## src/rtl/usart_pkg.sv

```systemverilog
// usart_pkg: arbiter state encoding and default parameter values
package usart_pkg;
    typedef enum logic [1:0] {IDLE, LATCH, WAIT_DONE, GAP} state_t;
    localparam int DEF_NUM_REQ = 4;
    localparam int DEF_GAP_CYCLES = 2;
    localparam int DEF_LATCH_TIMEOUT = 16;
endpackage

```

## src/rtl/usart_tx_arbiter_if.sv

```systemverilog
// usart_tx_arbiter_if: requester handshake plus usart_tx control bundle
interface usart_tx_arbiter_if
    import usart_pkg::*;
#(
    parameter int NUM_REQ = DEF_NUM_REQ
);
    localparam int IW = $clog2(NUM_REQ);
    logic [NUM_REQ-1:0] req;
    logic [8*NUM_REQ-1:0] req_data;
    logic [NUM_REQ-1:0] ack;
    logic [7:0] tx_data;
    logic tx_latch;
    logic tx_ready;
    logic tx_done;
    logic busy;
    logic [IW-1:0] active_id;
    logic timeout_err;
    modport master (
        input req, req_data, tx_ready, tx_done,
        output ack, tx_data, tx_latch, busy, active_id, timeout_err
    );
    modport slave (
        output req, req_data, tx_ready, tx_done,
        input ack, tx_data, tx_latch, busy, active_id, timeout_err
    );
endinterface

```

## src/rtl/usart_tx_arbiter_rr_select.sv

```systemverilog
// rr_select: round-robin winner search starting just after last_grant
module rr_select
    import usart_pkg::*;
#(
    parameter int NUM_REQ = DEF_NUM_REQ,
    parameter int IW = $clog2(NUM_REQ)
) (
    input  logic [NUM_REQ-1:0] req,
    input  logic [IW-1:0]      last_grant,
    output logic               valid,
    output logic [IW-1:0]      winner
);
    logic [IW-1:0] idx;
    assign valid = |req;
    // walk farthest-first so the nearest pending requester is the last write
    always_comb begin
        winner = '0;
        idx = '0;
        for (int i = NUM_REQ; i >= 1; i--) begin
            idx = IW'((int'(last_grant) + i) % NUM_REQ);
            if (req[idx]) winner = idx;
        end
    end
endmodule

```

## src/rtl/usart_tx_arbiter.sv

```systemverilog
// usart_tx_arbiter: round-robin feeder of requester bytes into a single usart_tx
module usart_tx_arbiter
    import usart_pkg::*;
#(
    parameter int NUM_REQ = DEF_NUM_REQ,
    parameter int GAP_CYCLES = DEF_GAP_CYCLES,
    parameter int LATCH_TIMEOUT = DEF_LATCH_TIMEOUT
) (
    input logic bit_clock_x1,
    input logic reset_n,
    usart_tx_arbiter_if.master bus
);
    localparam int IW = $clog2(NUM_REQ);
    localparam int CW = $clog2((LATCH_TIMEOUT > GAP_CYCLES ? LATCH_TIMEOUT : GAP_CYCLES) + 1);
    localparam logic [CW-1:0] LAT_LAST = CW'(LATCH_TIMEOUT - 1);
    localparam logic [CW-1:0] GAP_LAST = CW'(GAP_CYCLES > 0 ? GAP_CYCLES - 1 : 0);
    localparam state_t AFTER_FRAME = (GAP_CYCLES > 0) ? GAP : IDLE;

    state_t state, state_n;
    logic [CW-1:0] cnt, cnt_n;
    logic [IW-1:0] last_grant, last_grant_n, active_id_n, winner;
    logic [NUM_REQ-1:0] ack_n;
    logic [7:0] tx_data_n;
    logic tx_latch_n, timeout_err_n, valid;

    rr_select #(.NUM_REQ(NUM_REQ), .IW(IW)) u_rr (
        .req(bus.req),
        .last_grant(last_grant),
        .valid(valid),
        .winner(winner)
    );

    assign bus.busy = state != IDLE;

    always_ff @(posedge bit_clock_x1 or negedge reset_n) begin
        if (!reset_n) begin
            state <= IDLE;
            cnt <= '0;
            last_grant <= IW'(NUM_REQ - 1);
            bus.ack <= '0;
            bus.tx_data <= '0;
            bus.tx_latch <= 1'b0;
            bus.active_id <= '0;
            bus.timeout_err <= 1'b0;
        end else begin
            state <= state_n;
            cnt <= cnt_n;
            last_grant <= last_grant_n;
            bus.ack <= ack_n;
            bus.tx_data <= tx_data_n;
            bus.tx_latch <= tx_latch_n;
            bus.active_id <= active_id_n;
            bus.timeout_err <= timeout_err_n;
        end
    end

    always_comb begin
        state_n = state;
        cnt_n = cnt;
        last_grant_n = last_grant;
        ack_n = '0;
        tx_data_n = bus.tx_data;
        tx_latch_n = bus.tx_latch;
        active_id_n = bus.active_id;
        timeout_err_n = 1'b0;
        case (state)
            IDLE: if (valid) begin
                state_n = LATCH;
                cnt_n = '0;
                last_grant_n = winner;
                ack_n = NUM_REQ'(1) << winner;
                tx_data_n = bus.req_data[{winner, 3'b000} +: 8];
                tx_latch_n = 1'b1;
                active_id_n = winner;
            end
            // acceptance is checked first so it wins over a coincident timeout
            LATCH: if (bus.tx_ready) begin
                state_n = WAIT_DONE;
                tx_latch_n = 1'b0;
            end else if (cnt == LAT_LAST) begin
                state_n = AFTER_FRAME;
                cnt_n = '0;
                tx_latch_n = 1'b0;
                timeout_err_n = 1'b1;
            end else begin
                cnt_n = cnt + 1'b1;
            end
            WAIT_DONE: if (bus.tx_done) begin
                state_n = AFTER_FRAME;
                cnt_n = '0;
            end
            GAP: if (cnt == GAP_LAST) begin
                state_n = IDLE;
                cnt_n = '0;
            end else begin
                cnt_n = cnt + 1'b1;
            end
            default: state_n = IDLE;
        endcase
    end
endmodule
```

## src/flat_wrapper.sv

```systemverilog
// flat-port wrapper written by rule: the top's interface ports become plain ports
module usart_tx_arbiter_flat import usart_pkg::*;
#(
    parameter int NUM_REQ = DEF_NUM_REQ,
    parameter int GAP_CYCLES = DEF_GAP_CYCLES,
    parameter int LATCH_TIMEOUT = DEF_LATCH_TIMEOUT
)
  (bit_clock_x1, reset_n, bus_req, bus_req_data, bus_tx_ready, bus_tx_done, bus_ack, bus_tx_data, bus_tx_latch, bus_busy, bus_active_id, bus_timeout_err);
  usart_tx_arbiter_if #(.NUM_REQ(NUM_REQ)) bus_i ();
  input logic bit_clock_x1;
  input logic reset_n;
  input wire logic [$bits(bus_i.req)-1:0] bus_req;
  input wire logic [$bits(bus_i.req_data)-1:0] bus_req_data;
  input wire logic [$bits(bus_i.tx_ready)-1:0] bus_tx_ready;
  input wire logic [$bits(bus_i.tx_done)-1:0] bus_tx_done;
  output wire logic [$bits(bus_i.ack)-1:0] bus_ack;
  output wire logic [$bits(bus_i.tx_data)-1:0] bus_tx_data;
  output wire logic [$bits(bus_i.tx_latch)-1:0] bus_tx_latch;
  output wire logic [$bits(bus_i.busy)-1:0] bus_busy;
  output wire logic [$bits(bus_i.active_id)-1:0] bus_active_id;
  output wire logic [$bits(bus_i.timeout_err)-1:0] bus_timeout_err;
  assign bus_i.req = bus_req;
  assign bus_i.req_data = bus_req_data;
  assign bus_i.tx_ready = bus_tx_ready;
  assign bus_i.tx_done = bus_tx_done;
  assign bus_ack = bus_i.ack;
  assign bus_tx_data = bus_i.tx_data;
  assign bus_tx_latch = bus_i.tx_latch;
  assign bus_busy = bus_i.busy;
  assign bus_active_id = bus_i.active_id;
  assign bus_timeout_err = bus_i.timeout_err;
  usart_tx_arbiter #(.NUM_REQ(NUM_REQ), .GAP_CYCLES(GAP_CYCLES), .LATCH_TIMEOUT(LATCH_TIMEOUT)) u_core (.bit_clock_x1(bit_clock_x1), .reset_n(reset_n), .bus(bus_i));
endmodule
```

## config.mk

```make
export PLATFORM = sky130hd
export DESIGN_NAME = usart_tx_arbiter_flat
export DESIGN_NICKNAME = d
export VERILOG_FILES = /design/src/rtl/usart_pkg.sv /design/src/rtl/usart_tx_arbiter_if.sv /design/src/rtl/usart_tx_arbiter_rr_select.sv /design/src/rtl/usart_tx_arbiter.sv /design/src/flat_wrapper.sv
export SDC_FILE = /design/constraint.sdc
export NUM_CORES = 1
export LEC_CHECK = 0
export ABC_CLOCK_PERIOD_IN_PS = 3900
export CORE_MARGIN = 4
export CORE_UTILIZATION = 47
export CTS_CLUSTER_DIAMETER = 200
export CTS_CLUSTER_SIZE = 16
export DETAILED_ROUTE_END_ITERATION = 16
export PLACE_DENSITY = 0.86
export SYNTH_ARGS = -nofsm -noshare
export SYNTH_HDL_FRONTEND = slang
export SYNTH_SLANG_ARGS = --single-unit
export TNS_END_PERCENT = 100
```

## constraint.sdc

```tcl
create_clock -name bit_clock_x1 -period 3.9 [get_ports bit_clock_x1]
set_input_delay 0.975 -clock bit_clock_x1 [delete_from_list [all_inputs] [get_ports bit_clock_x1]]
set_output_delay 0.975 -clock bit_clock_x1 [all_outputs]
set_load 0.03 [all_outputs]
```

==> After elaboration in Yosys (flattened, before gate mapping) <==
Index checks and enable logic that the tools add are counted.
{ "totals": {"wordCells": 70, "register_bits": 25} }
{ "classes": {"n_mux": 33, "magnitude_cmp": 4, "n_addsub": 5, "n_eq_ne": 10, "shift": 2, "n_reduce_logical": 8} }
{ "op_table": {"columns": ["cell", "n"], "rows": [
  ["variable part select 32 x 6 -> 8 bit", 1],
  ["2-to-1 mux 5 bit", 5],
  ["one-hot mux 5 bit (4 select lines)", 1],
  ["2-to-1 mux 2 bit", 9],
  ["less-than comparator 2 x 3 -> 1 bit, second input constant", 4],
  ["2-to-1 mux 1 bit", 10],
  ["binary-select mux 1 bit (select 2 bit)", 4],
  ["2-to-1 mux 4 bit", 2],
  ["one-hot mux 2 bit (4 select lines)", 1],
  ["!= test 2 bit, second input constant", 3],
  ["AND reduction 3 bit", 2],
  ["adder 5 x 1 -> 5 bit, second input constant", 1],
  ["== test 5 x 1 -> 1 bit, second input constant", 1],
  ["== test 5 x 4 -> 1 bit, second input constant", 1],
  ["adder 2 x 1 -> 2 bit, second input constant", 2],
  ["adder 2 bit, second input constant", 2],
  ["== test 2 bit, second input constant", 2],
  ["AND reduction 4 bit", 1],
  ["nonzero test 2 bit", 2],
  ["OR reduction 4 bit", 1],
  ["<< shifter 1 x 2 -> 4 bit, first input constant", 1],
  ["!= test 3 x 2 -> 1 bit, second input constant", 1],
  ["== test 2 x 1 -> 1 bit, second input constant", 1],
  ["logical NOT 2 bit", 1],
  ["3 further kinds", 3]
]} }

==> Longest topological paths before layout <==
{ "depth": {"depth_word": 10, "depth_mapped": 8} }

==> Hierarchy <==
Synthesis repeated with hierarchy kept, for this count alone.
{ "hier_totals": {"cells_unflattened": 124, "hier_area_um2": 1451.4} }
{ "by_module_without_submodules": {"columns": ["module", "cells_each", "area_per_inst_um2", "seq_area_each_um2", "n_inst"], "rows": [
  ["usart_tx_arbiter", 110, 1360.1, 628.1, 1],
  ["rr_select", 14, 91.3, 0.0, 1]
]} }

==> Least setup slack after synthesis <==
Ideal clock, no wire load.
{ "synth_timing": {"path_type": "in2reg", "start": "in bus_req[2]", "end": "reg u_core.bus.tx_data[0]", "setup_slack_ps": 1714, "n_path_buf": 2, "t_arrival_ps": 2040, "path_stages": 7, "cell_sequence": "nand2b_1 -> a21o_1 -> buf_4 -> and3_4 -> buf_2 -> a211oi_1 -> a211oi_1"} }
{ "synth_between": {"elab_chain_len": 7, "elab_cells_between_ends": 15, "classes_between": "shift: 1; mux: 12; reduce/logical: 2"} }
{ "synth_lines": {"columns": ["element", "line_no", "text"], "rows": [
  ["start, declared", "flat_wrapper.sv:12", "input wire logic [$bits(bus_i.req)-1:0] bus_req;"],
  ["binary-select mux 1 bit (select 2 bit)", "usart_tx_arbiter_rr_select.sv:21", "if (req[idx]) winner = idx;"],
  ["2-to-1 mux 1 bit (implied by the code)", "usart_tx_arbiter_rr_select.sv:21", null],
  ["2-to-1 mux 2 bit (4 in a row)", "usart_tx_arbiter_rr_select.sv:21", null],
  ["variable part select 32 x 6 -> 8 bit", "usart_tx_arbiter.sv:72", "tx_data_n = bus.req_data[{winner, 3'b000} +: 8];"],
  ["end signal, assigned", "usart_tx_arbiter.sv:50", "bus.tx_data <= tx_data_n;"],
  ["end, declared", "usart_tx_arbiter_if.sv:20", "output ack, tx_data, tx_latch, busy, active_id, timeout_err"]
]} }
Parallel ways exist; a longest one is shown, timed or not. The select of a mux whose other input is x is not followed.
A chain may end at the register's enable or synchronous reset.

==> Final worst setup path <==
{ "layout_timing": {"start": "in bus_req[3]", "end": "reg u_core.bus.tx_data[3]"} }
Same word-level chain as after synthesis.

==> metrics.log <==
INFO  metric cts.clk_slew.worst_paths = 130 ps
INFO  metric async_sr_flop_fraction = 1.00
INFO  metric synth_largest_type_area_fraction = 0.379
INFO  metric largest_net_degree_at_the_start_of_global_routing = 26
INFO  metric period_share = 0.805
INFO  metric unrepaired_setup_endpoints_after_global_routing = false
INFO  metric crit_path_end_kind = register
INFO  metric setup_buffers_after_cts = 0
INFO  metric synth.cells.most_frequent = dfrtp_1, nor2_1, a211oi_1
INFO  metric antenna_violating_nets_post_route = 0
INFO  metric synth_most_common_cell = dfrtp_1
INFO  metric swShare = 0.452
INFO  metric core.rowCount = 20
INFO  metric vias_in_the_first_global_route = 1429
INFO  metric vias = 1399
INFO  metric slew_viol_final = 0
INFO  metric critical_path.startpoint_type = input port
INFO  metric synth.cell_area = 1520 sq um
INFO  metric detail_route.wirelength = 3790 microns
INFO  metric postSynthNetCount = 206
INFO  metric combinational_family_with_the_most_area_after_synthesis = compound AO/OA/AOI/OAI gates
INFO  metric grt_first_pass_wirelength = 6270 microns
INFO  metric fin_area = 2120 sq um
INFO  metric timing.final.setup_violations = 0
INFO  metric min-delay-path-class = reg -> reg
INFO  metric number_of_distinct_standard_cells_referenced_by_the_synthesized_netlist = 39
INFO  metric synth-edff-count = 0
INFO  metric hold_violations = 0
INFO  metric p_int = 0.760 mW
INFO  metric share_of_final_layout_standard_cells_stronger_than_drive_strength_1 = 0.0845
INFO  metric pwr-share-clk = 0.082
INFO  metric drc_errors = 0
INFO  metric antenna_cells = 0
INFO  metric syn_to_final_growth = 39.7%
INFO  metric quantity_of_gates_resized_following_cts = 0
INFO  metric drt_pre_antenna_iters = 4
INFO  metric grt_usage = 0.184
INFO  metric h_tree_depth = 1
INFO  metric final_core_utilization = 0.689
INFO  metric post_synth_inst_count = 158
INFO  metric critical_path_peak_fanout = 14
INFO  metric synth_ff_type = dfrtp_1
INFO  metric placement.cell_area = 2090 sq um
INFO  metric first_iter_violations = 59
INFO  metric fmaxAchievable = 318 MHz
INFO  metric floorplan.initialDensity = 0.493
INFO  metric tritoncts_num_sinks = 25
INFO  metric vdd_drop_max = 391 uV
INFO  metric post_synth_fa_ha_maj_area_fraction = 0.0660
INFO  metric yosysWarningCount = 0
INFO  metric whs_path_depth = 2
INFO  metric synth.largest_area_cell = dfrtp_1
INFO  metric netSwitchingPower = 0.626 mW
INFO  metric timing_worst_slew_pin_value = 1110 ps
INFO  metric fraction_of_power_consumed_by_sequential_logic = 0.319
INFO  metric layout.nets = 262
INFO  metric portBuffers = 56
INFO  metric place_congestion = 0.749
INFO  metric r2r.worst_path.cells = 7
INFO  metric fp.dieArea = 4200 sq um
INFO  metric dieWidth = 64.8 microns
INFO  metric rr_startpoint = u_core.state[0]
INFO  metric clock_insertion_delay_worst_skew = 310 ps
INFO  metric critical_path_required = 4080 ps
INFO  metric number_of_cts_inserted_buffers = 3
INFO  metric power-per-cell-area = 654 nW/um^2
INFO  metric critical_path.reg2reg.endpoint = u_core.bus.tx_data[3]
INFO  metric synth-compound-area-share = 0.223
INFO  metric post_synth_and_or_nand_nor_area_fraction = 0.170
INFO  metric overflow = 0
INFO  metric cts_tree = yes
INFO  metric timing.hold.ws = 515 ps
INFO  metric power = 1.39 mW
INFO  metric clock_path_buffers = 2
INFO  metric floorplan.core_area = 3080 sq um
INFO  metric max-cap-violations = 0
INFO  metric whs_endpoint = u_core.last_grant[1]
INFO  metric combinationalPowerShare = 0.599
INFO  metric wire_per_inst = 14.7 microns
INFO  metric place.detailed.hpwl = 3030 microns
INFO  metric run_status = complete, no violations
INFO  metric xor_and_xnor_area_share_after_synthesis = 0
INFO  metric worst-setup-path-type = in -> reg
INFO  metric hold_path.startpoint = u_core.last_grant[1]
INFO  metric floorplan.die.height = 64.8 microns
INFO  metric worst_slew_margin_rel = 0.260
INFO  metric synth.mux.area_fraction = 0.0602
INFO  metric syn-mean-instance-area = 9.61 sq um
INFO  metric synth.yosys.seq_area_share = 0.414
INFO  metric clock-skew-final = 3.61 ps
INFO  metric power.leakage = 0.911 nW
INFO  metric synth_seq_cells = 25
INFO  metric antenna_found_initial = 0
INFO  metric fin_crit = 3140 ps
INFO  metric tns = 0 ps
INFO  metric worst-endpoint-arrival = 3320 ps
INFO  metric design.portCount = 57
INFO  metric timing.reg2reg.setup_slack = 1210 ps
INFO  metric synth.area.top_cells = dfrtp_1, a211oi_1, ha_1
INFO  metric ctsHoldBuffers = 0
INFO  metric cell_at_the_root_of_the_clock_tree = clkbuf_4
INFO  metric average_vias_per_placed_instance = 5.44
## registers in the layout (all words and copies together), names as in the netlist
name / count
u_core.bus.ack: 4
u_core.bus.active_id: 2
u_core.bus.tx_data: 8
u_core.bus.tx_latch: 1
u_core.last_grant: 2
u_core.state: 2
u_core.bus.timeout_err: 1
u_core.cnt: 5
## critical path: stages
cell and delay (ps):
clkdlybuf4s50_1 570, nor4_2 100, nor2_1 700, nand2_1 470, a211oi_1 410, a211oi_1 80
## layout make-up
cell class / instances / area, sq um
Sequential cell: 25 / 628
Clock inverter: 1 / 5.00
Fill cell: 252 / 958
Multi-Input combinational cell: 112 / 788
Timing Repair Buffer: 56 / 561
Clock buffer: 3 / 22.5
Inverter: 16 / 60.1
Tap cell: 44 / 55.1
## cell usage in the layout, fill, tap and decap left out, drive strengths merged
cell,netlist,routed
nand2b,4,4
a2111oi,1,1
nor4,1,1
nand2,9,9
a2bb2oi,1,1
or4b,1,1
o21ai,8,8
clkinv,0,1
or2,2,2
clkbuf,1,3
nand3b,1,1
o311ai,1,1
a31oi,9,9
ha,8,8
a21o,1,1
and3,2,2
o31ai,1,1
nor2,20,20
a211oi,17,17
mux2i,8,8
o41ai,1,1
dfstp,2,2
nand3,3,3
nor2b,4,4
mux2,1,1
o221a,1,1
nor3,2,2
dfrtp,23,23
clkdlybuf4s50,0,56
inv,16,16
a21oi,5,5
## how the worst max path moves through the flow
stage	startpoint	end	depth (start not counted)
2_1_floorplan	bus_req[2]	u_core.bus.tx_data[0]	7
3_3_place_gp	bus_req[3]	u_core.bus.tx_data[2]	6
3_5_place_dp	bus_req[1]	u_core.bus.tx_data[3]	6
4_1_cts	bus_req[3]	u_core.bus.tx_data[3]	6
5_1_grt	bus_req[3]	u_core.bus.tx_data[3]	6
6_report	bus_req[3]	u_core.bus.tx_data[3]	6
## power by group through the flow
stage	Combinational, mW	Sequential, mW	Clock [mW]
CTS	0.834	0.442	0.116
global route	0.907	0.458	0.131
finish	0.830	0.442	0.113
detailed placement	0.833	0.446	0
global placement	0.800	0.442	0
floorplan	0.460	0.558	0
## kinds of logic after synthesis
family / Yosys count
AO/OA/AOI/OAI: 46
flip-flops: 25
multiplexers: 9
buffers and inverters: 21
adder cells (fa/ha/maj): 8
AND/OR/NAND/NOR: 49
## through the flow
stage	std cells	worst slack, ps
2_1_floorplan	158	1710
3_3_place_gp	253	658
3_5_place_dp	253	472
4_1_cts	257	810
5_1_grt	257	522
6_report	257	759
## per-layer routing
layer / GRT usage / vias to the layer above / share of wire
met5: 0 / - / 0
met4: 0.0554 / 0 / 0.017
met3: 0.0329 / 8 / 0.044
met2: 0.322 / 34 / 0.52
met1: 0.230 / 681 / 0.42
li1: - / 676 / -
No activity file was read; power rests on OpenSTA's default activity.
